`config.mk`:
```
export PLATFORM = sky130hd
export DESIGN_NAME = s2p_flat
export DESIGN_NICKNAME = d
export VERILOG_FILES = /design/src/rtl/s2p_pkg.sv /design/src/rtl/s2p_if.sv /design/src/rtl/s2p.sv /design/src/flat_wrapper.sv
export SDC_FILE = /design/constraint.sdc
export NUM_CORES = 1
export LEC_CHECK = 0
export ABC_AREA = 1
export BUFFER_PORTS_ARGS = -buffer_cell sky130_fd_sc_hd__buf_2
export CAP_MARGIN = 20
export CELL_PAD_IN_SITES_DETAIL_PLACEMENT = 0
export CELL_PAD_IN_SITES_GLOBAL_PLACEMENT = 1
export CORE_UTILIZATION = 43
export CTS_BUF_LIST = sky130_fd_sc_hd__clkbuf_16
export CTS_CLUSTER_DIAMETER = 50
export DETAILED_ROUTE_END_ITERATION = 7
export PLACE_DENSITY = 0.88
export SYNTH_ARGS = -nofsm -noshare
export SYNTH_HDL_FRONTEND = slang
export SYNTH_SLANG_ARGS = --single-unit
```
`constraint.sdc`:
```
create_clock -name clk -period 2.17 [get_ports clk]
set_clock_uncertainty 0.15 [all_clocks]
set_input_delay 0.3255 -clock clk [delete_from_list [all_inputs] [get_ports clk]]
set_output_delay 0.3255 -clock clk [all_outputs]
set_load 0.05 [all_outputs]
```
`src/rtl/s2p_pkg.sv`:
```
`default_nettype none
// ------------------------------------------------------------------
// s2p_pkg : shared types for the serial-to-parallel converter
// Rev 1.0
// ------------------------------------------------------------------
package s2p_pkg;

    typedef enum logic {
        EMPTY = 1'b0,
        FULL  = 1'b1
    } out_state_t;

endpackage
`default_nettype wire

```
`src/rtl/s2p_if.sv`:
```
`default_nettype none
// ------------------------------------------------------------------
// s2p_if : serial input stream plus parallel valid/ready output
// Rev 1.0
// ------------------------------------------------------------------
interface s2p_if #(
    parameter int N = 8
);
    logic         s_valid;
    logic         s_data;
    logic         s_ready;
    logic [N-1:0] p_data;
    logic         p_valid;
    logic         p_ready;

    modport slave (
        input  s_valid, s_data, p_ready,
        output s_ready, p_data, p_valid
    );

    modport master (
        output s_valid, s_data, p_ready,
        input  s_ready, p_data, p_valid
    );
endinterface
`default_nettype wire

```
`src/rtl/s2p.sv`:
```
`default_nettype none
// ------------------------------------------------------------------
// s2p : assembles N LSB-first serial bits into a word, one-word output buffer
// Rev 1.0
// ------------------------------------------------------------------
module s2p
    import s2p_pkg::*;
#(
    parameter int N = 8
) (
    input  wire logic clk,
    input  wire logic rstn,
    s2p_if.slave      bus
);

    localparam int                N_BITS   = $clog2(N);
    localparam logic [N_BITS-1:0] LAST_IDX = N_BITS'(N - 1);

    out_state_t        state;
    out_state_t        state_nxt;
    logic [N_BITS-1:0] count;
    logic [N-1:0]      shift_reg;
    logic [N-1:0]      word_q;
    logic              at_last;
    logic              ready;
    logic              accept;
    logic              complete;
    logic [N-1:0]      shifted;

    // s_ready depends only on registers, so p_ready never reaches it combinationally
    assign at_last  = (count == LAST_IDX);
    assign ready    = !(at_last && (state == FULL));
    assign accept   = bus.s_valid && ready;
    assign complete = accept && at_last;
    assign shifted  = {bus.s_data, shift_reg[N-1:1]};

    assign bus.s_ready = ready;
    assign bus.p_valid = (state == FULL);
    assign bus.p_data  = word_q;

    always_ff @(posedge clk or negedge rstn) begin
        if (!rstn) begin
            state <= EMPTY;
        end else begin
            state <= state_nxt;
        end
    end

    always_comb begin
        state_nxt = state;
        case (state)
            EMPTY:   if (complete)    state_nxt = FULL;
            FULL:    if (bus.p_ready) state_nxt = EMPTY;
            default: state_nxt = EMPTY;
        endcase
    end

    always_ff @(posedge clk or negedge rstn) begin
        if (!rstn) begin
            count     <= '0;
            shift_reg <= '0;
            word_q    <= '0;
        end else if (accept) begin
            shift_reg <= shifted;
            if (at_last) begin
                count  <= '0;
                word_q <= shifted;
            end else begin
                count  <= count + 1'b1;
            end
        end
    end

endmodule
`default_nettype wire

```
`src/flat_wrapper.sv`:
```
// flat-port wrapper written by rule: the top's interface ports become plain ports
module s2p_flat import s2p_pkg::*;
#(
    parameter int N = 8
)
  (clk, rstn, bus_s_valid, bus_s_data, bus_p_ready, bus_s_ready, bus_p_data, bus_p_valid);
  s2p_if #(.N(N)) bus_i ();
  input  wire logic clk;
  input  wire logic rstn;
  input wire logic [$bits(bus_i.s_valid)-1:0] bus_s_valid;
  input wire logic [$bits(bus_i.s_data)-1:0] bus_s_data;
  input wire logic [$bits(bus_i.p_ready)-1:0] bus_p_ready;
  output wire logic [$bits(bus_i.s_ready)-1:0] bus_s_ready;
  output wire logic [$bits(bus_i.p_data)-1:0] bus_p_data;
  output wire logic [$bits(bus_i.p_valid)-1:0] bus_p_valid;
  assign bus_i.s_valid = bus_s_valid;
  assign bus_i.s_data = bus_s_data;
  assign bus_i.p_ready = bus_p_ready;
  assign bus_s_ready = bus_i.s_ready;
  assign bus_p_data = bus_i.p_data;
  assign bus_p_valid = bus_i.p_valid;
  s2p #(.N(N)) u_core (.clk(clk), .rstn(rstn), .bus(bus_i));
endmodule
```
Word-level counts from Yosys, hierarchy flattened. Cells that the tools add are included.

Add/sub/neg operators: 1. Reductions and logical operators: 5. Bitwise gates (word level): 1. Eq/ne operators: 1. Mux-type cells: 4.

Operator list (count): adder 3 x 1 -> 3 bit, second input constant (1); == test 3 bit, second input constant (1); logical AND 1 bit (3); two-way mux 3 bit (1); two-way mux 1 bit (2); case mux 1 bit (2 select lines) (1); AND reduction 2 bit (1); zero test 1 bit (1); inverter 1 bit (1).

Register bits after elaboration: 20. Input port bits: 5.

Logic depth before layout (Yosys ltp).
Depth after elaboration: 7. Gate-level depth with buffers: 6.

Least setup slack after synthesis. Ideal clock, no wire load.

Path kind: reg2out. From: register u_core.count[0]. To: output bus_s_ready. Path buffers: 1. Slack: 0.602 ns. Data arrival time: 1.093 ns. Cell stages (with the launch flop): 5. Data required time: 1.695 ns. Cell sequence: dfrtp_1 ha_1 ha_1 nand2_2 clkbuf_8.

Cells in the longest elaborated chain, start to end: 3.

Ends and longest elaborated chain: start, declared (line s2p.sv:21) `logic [N_BITS-1:0] count;`; start signal, assigned (line s2p.sv:69) `count <= count + 1'b1;`; == test 3 bit (line s2p.sv:31) `assign at_last = (count == LAST_IDX);`; logical AND 1 bit (line s2p.sv:32) `assign ready = !(at_last && (state == FULL));`; zero test 1 bit (line s2p.sv:32); end, declared (line flat_wrapper.sv:13) `output wire logic [$bits(bus_i.s_ready)-1:0] bus_s_ready;`.

Every way passes these cells.

Worst setup path after layout. Ends and elaborated chain as after synthesis.

==> results by group <==
Run status
  • Status: complete, no violations

STA
  • Setup TNS: 0 ps
  • Final Hold Viols: 0
  • Final Cycle Share: between 90% and 100%
  • Unrepaired setup endpoints after global routing: no
  • Max Slew Vio Count: 0
  • Post-route minimum period: between 2000 and 2500 ps
  • Headroom to the max-slew limit: 69.7%
  • F_max: around 490 MHz
  • Worst slew pin tran: roughly 460 ps
  • Setup Viol. Count Final: 0

Clock network
  • Postcts setup bufs: 0
  • Clock root buffer: clkbuf_16
  • Resized Gates After CTS: 0
  • Clk buf depth: 2
  • Clock Latency Late Sink: about 250 ps
  • CTS Sinks: 19
  • H-tree Lvls: 1
  • Reg clk slew, reported paths: about 50 ps
  • Hold-fix buffers, CTS: 1
  • TritonCTS clock tree: done
  • CTS Buf Count: 3

Cells and area
  • Share of layout cells above drive strength 1: approximately 23%
  • Area grow syn2layout: 19.4%
  • Max FFs per register: 8
  • Number of diodes: 0
  • Final instance area: slightly below 1000 sq um
  • Fillers: 182
  • Core Util, Final: approximately 56%
  • Nets: approximately 110

Placement
  • Final Wtd Congestion: a little over 0.7
  • Post-DP Area: between 800 and 900 sq um
  • IO buf count: 14
  • Detailed-placement wirelength estimate: slightly above 1 mm

Routing
  • DR WL/cell: 12.0 microns
  • Via count: around 610
  • Antenna viol nets, final: 0
  • DRC errors left: 0
  • 1st-iter DRT viols: 23
  • Post-Route WL: roughly 1.5 mm
  • Detailed Routing Iterations Pass 1: 4
  • Vias per inst: roughly 4.9

Setup path
  • CP peak stage delay: between 300 and 400 ps
  • Most frequent CP cell: ha_1
  • RR Startpoint: u_core.count[0]
  • Startpoint Class: flip-flop
  • Max FO, Critical Path: 11
  • Crit path required time: approximately 1700 ps
  • Setup slack, reg-to-reg: 410 ps
  • CP endpoint kind: output port
  • Arrival time at the worst endpoint: roughly 1600 ps
  • Crit. Startpoint: u_core.count[0]
  • Kind of critical path: flip-flop to output port
  • Reg-to-reg endpoint: u_core.count[0]
  • R2R depth: 7
  • Worst-path cell chain: ha_1, ha_1, nand2_2, buf_2
  • Cell at the slowest stage of the critical path: dfrtp_1

Floorplanning
  • # rows: 15
  • Die height: ~46 microns
  • Top Ports: 15
  • Die Width: between 40 and 50 microns
  • Initial core utilization: a little under half
  • Core Box Area: approximately 1800 sq um
  • DIE AREA: about 2100 sq um

Logic synthesis
  • Most frequent cell after synthesis: nand2_1
  • Cells after Synth: 85
  • Top cells by area, synth: dfrtp_1 58%, nand2_1 16%, nand4_1 6.1%
  • Main combinational cell family by area after synthesis: simple AND/OR/NAND/NOR gates
  • Post-Synth Adder-Cell Area: between 3 and 4%
  • Synth top area share: between 50% and 60%
  • Seq cells post-synth: 19
  • Simple-gate share of the synthesized area: roughly 34%
  • Yosys cell types: 16
  • Synth Area in XOR/XNOR: 0%
  • Syn avg cell area: between 9 and 10 sq um
  • Sequential-to-total area share from yosys stat: approximately 58%
  • Post-synth EDFFs: 0
  • Post-synthesis mux area share: 0%
  • Syn Std Cell Area: 826 sq um
  • Post-synth top area cell: dfrtp_1
  • Post-synth top cells: 36 x nand2_1, 19 x dfrtp_1, 9 x nand3_1
  • Syn. warnings: 0
  • FFs w/ async S/R, synth: 100%
  • Syn nets: about 90
  • Main synth FF type: dfrtp_1
  • Synth Area in Compound Gates: 0.606%

Power and ir drop
  • Power Density: roughly 1400 nW/um^2
  • Maximum vdd drop: ~0.00064 V
  • Leakage: 0.543 nW

Global routing
  • Pin count of the biggest net entering global routing: 21
  • Vias in the first global route: ~560
  • Gr ovfl total: 0
  • Global-route wire length before repair: around 2.5 mm
  • Overall global routing resource usage: roughly 17%
  • Initial antenna violation count: 0

Hold path
  • HP Class: input pin to flip-flop
  • HP Start: bus_p_ready
  • Hold Path Stages: 2
  • Hold Path Sink: u_core.bus.p_valid

Job
  • Max_cap viols: 0
## critical path: cells and delay by family, from the launching register on
family / cells / cell delay [ps]
buffers and inverters: 1 / 260
adder cells (fa/ha/maj): 2 / 540
flip-flops: 1 / 390
AND/OR/NAND/NOR: 1 / 130
## layout make-up
| cell class | count | area (sq um) | share of cell area [%] |
|---|---|---|---|
| timing repair buffer | 16 | 87.6 | 8.88 |
| clock buffer | 3 | 75.1 | 7.61 |
| inverter | 1 | 3.75 | 0.381 |
| sequential | 19 | 475 | 48.2 |
| tap | 25 | 31.3 | 3.17 |
| clock inverter | 1 | 3.75 | 0.381 |
| multi-input combinational | 61 | 309 | 31.3 |
## metrics by stage
step                      power [W]  setup slack, ps  hold slack, ps  cells
final                       0.00135              125             105    126
after global routing        0.00143             45.5            99.6    126
after CTS                   0.00137              126             101    126
after detailed placement   0.000995              396             136    121
after global placement     0.000978              425             130    121
after floorplan            0.000887              602            -120     85
## layout by cell type, fill, tap and decap left out
cell type / synthesis / final
nand2_4: 1 / 1
nor2_1: 1 / 1
o21ai_0: 1 / 1
clkbuf_16: 0 / 3
ha_1: 2 / 2
nand4_1: 8 / 8
dfrtp_1: 19 / 19
dlygate4sd3_1: 0 / 1
inv_1: 0 / 1
buf_2: 1 / 14
nand2_1: 36 / 36
buf_4: 1 / 1
inv_2: 1 / 1
nand3_4: 1 / 1
nand3_2: 1 / 1
nand3_1: 9 / 9
nand2_2: 1 / 1
## where the power goes
| group | total [W] | switching, W | leakage [nW] | internal (W) |
|---|---|---|---|---|
| Clock | 0.000365 | 0.000121 | 0.0423 | 0.000245 |
| Combinational | 0.000468 | 0.000354 | 0.254 | 0.000113 |
| Sequential | 0.000520 | 0.0000607 | 0.246 | 0.000459 |
| Total | 0.00135 | 0.000536 | 0.543 | 0.000817 |
## routing by layer
layer / GRT usage [%] / wire [microns]
met5: 0 / 0
met4: 7.06 / 14
met3: 3.57 / 68
met2: 25.1 / 710
met1: 25.1 / 715
## kinds of logic after synthesis
group                    Yosys count
AND/OR/NAND/NOR                   58
AO/OA/AOI/OAI                      1
flip-flops                        19
buffers and inverters              5
adder cells (fa/ha/maj)            2
## worst max-delay path by stage
stage                        endpoint  depth (start not counted)
after floorplan           bus_s_ready                          4
after global placement    bus_s_ready                          4
after detailed placement  bus_s_ready                          4
after CTS                 bus_s_ready                          4
after global routing      bus_s_ready                          4
final                     bus_s_ready                          4
Power figures use the tool's default switching activity.
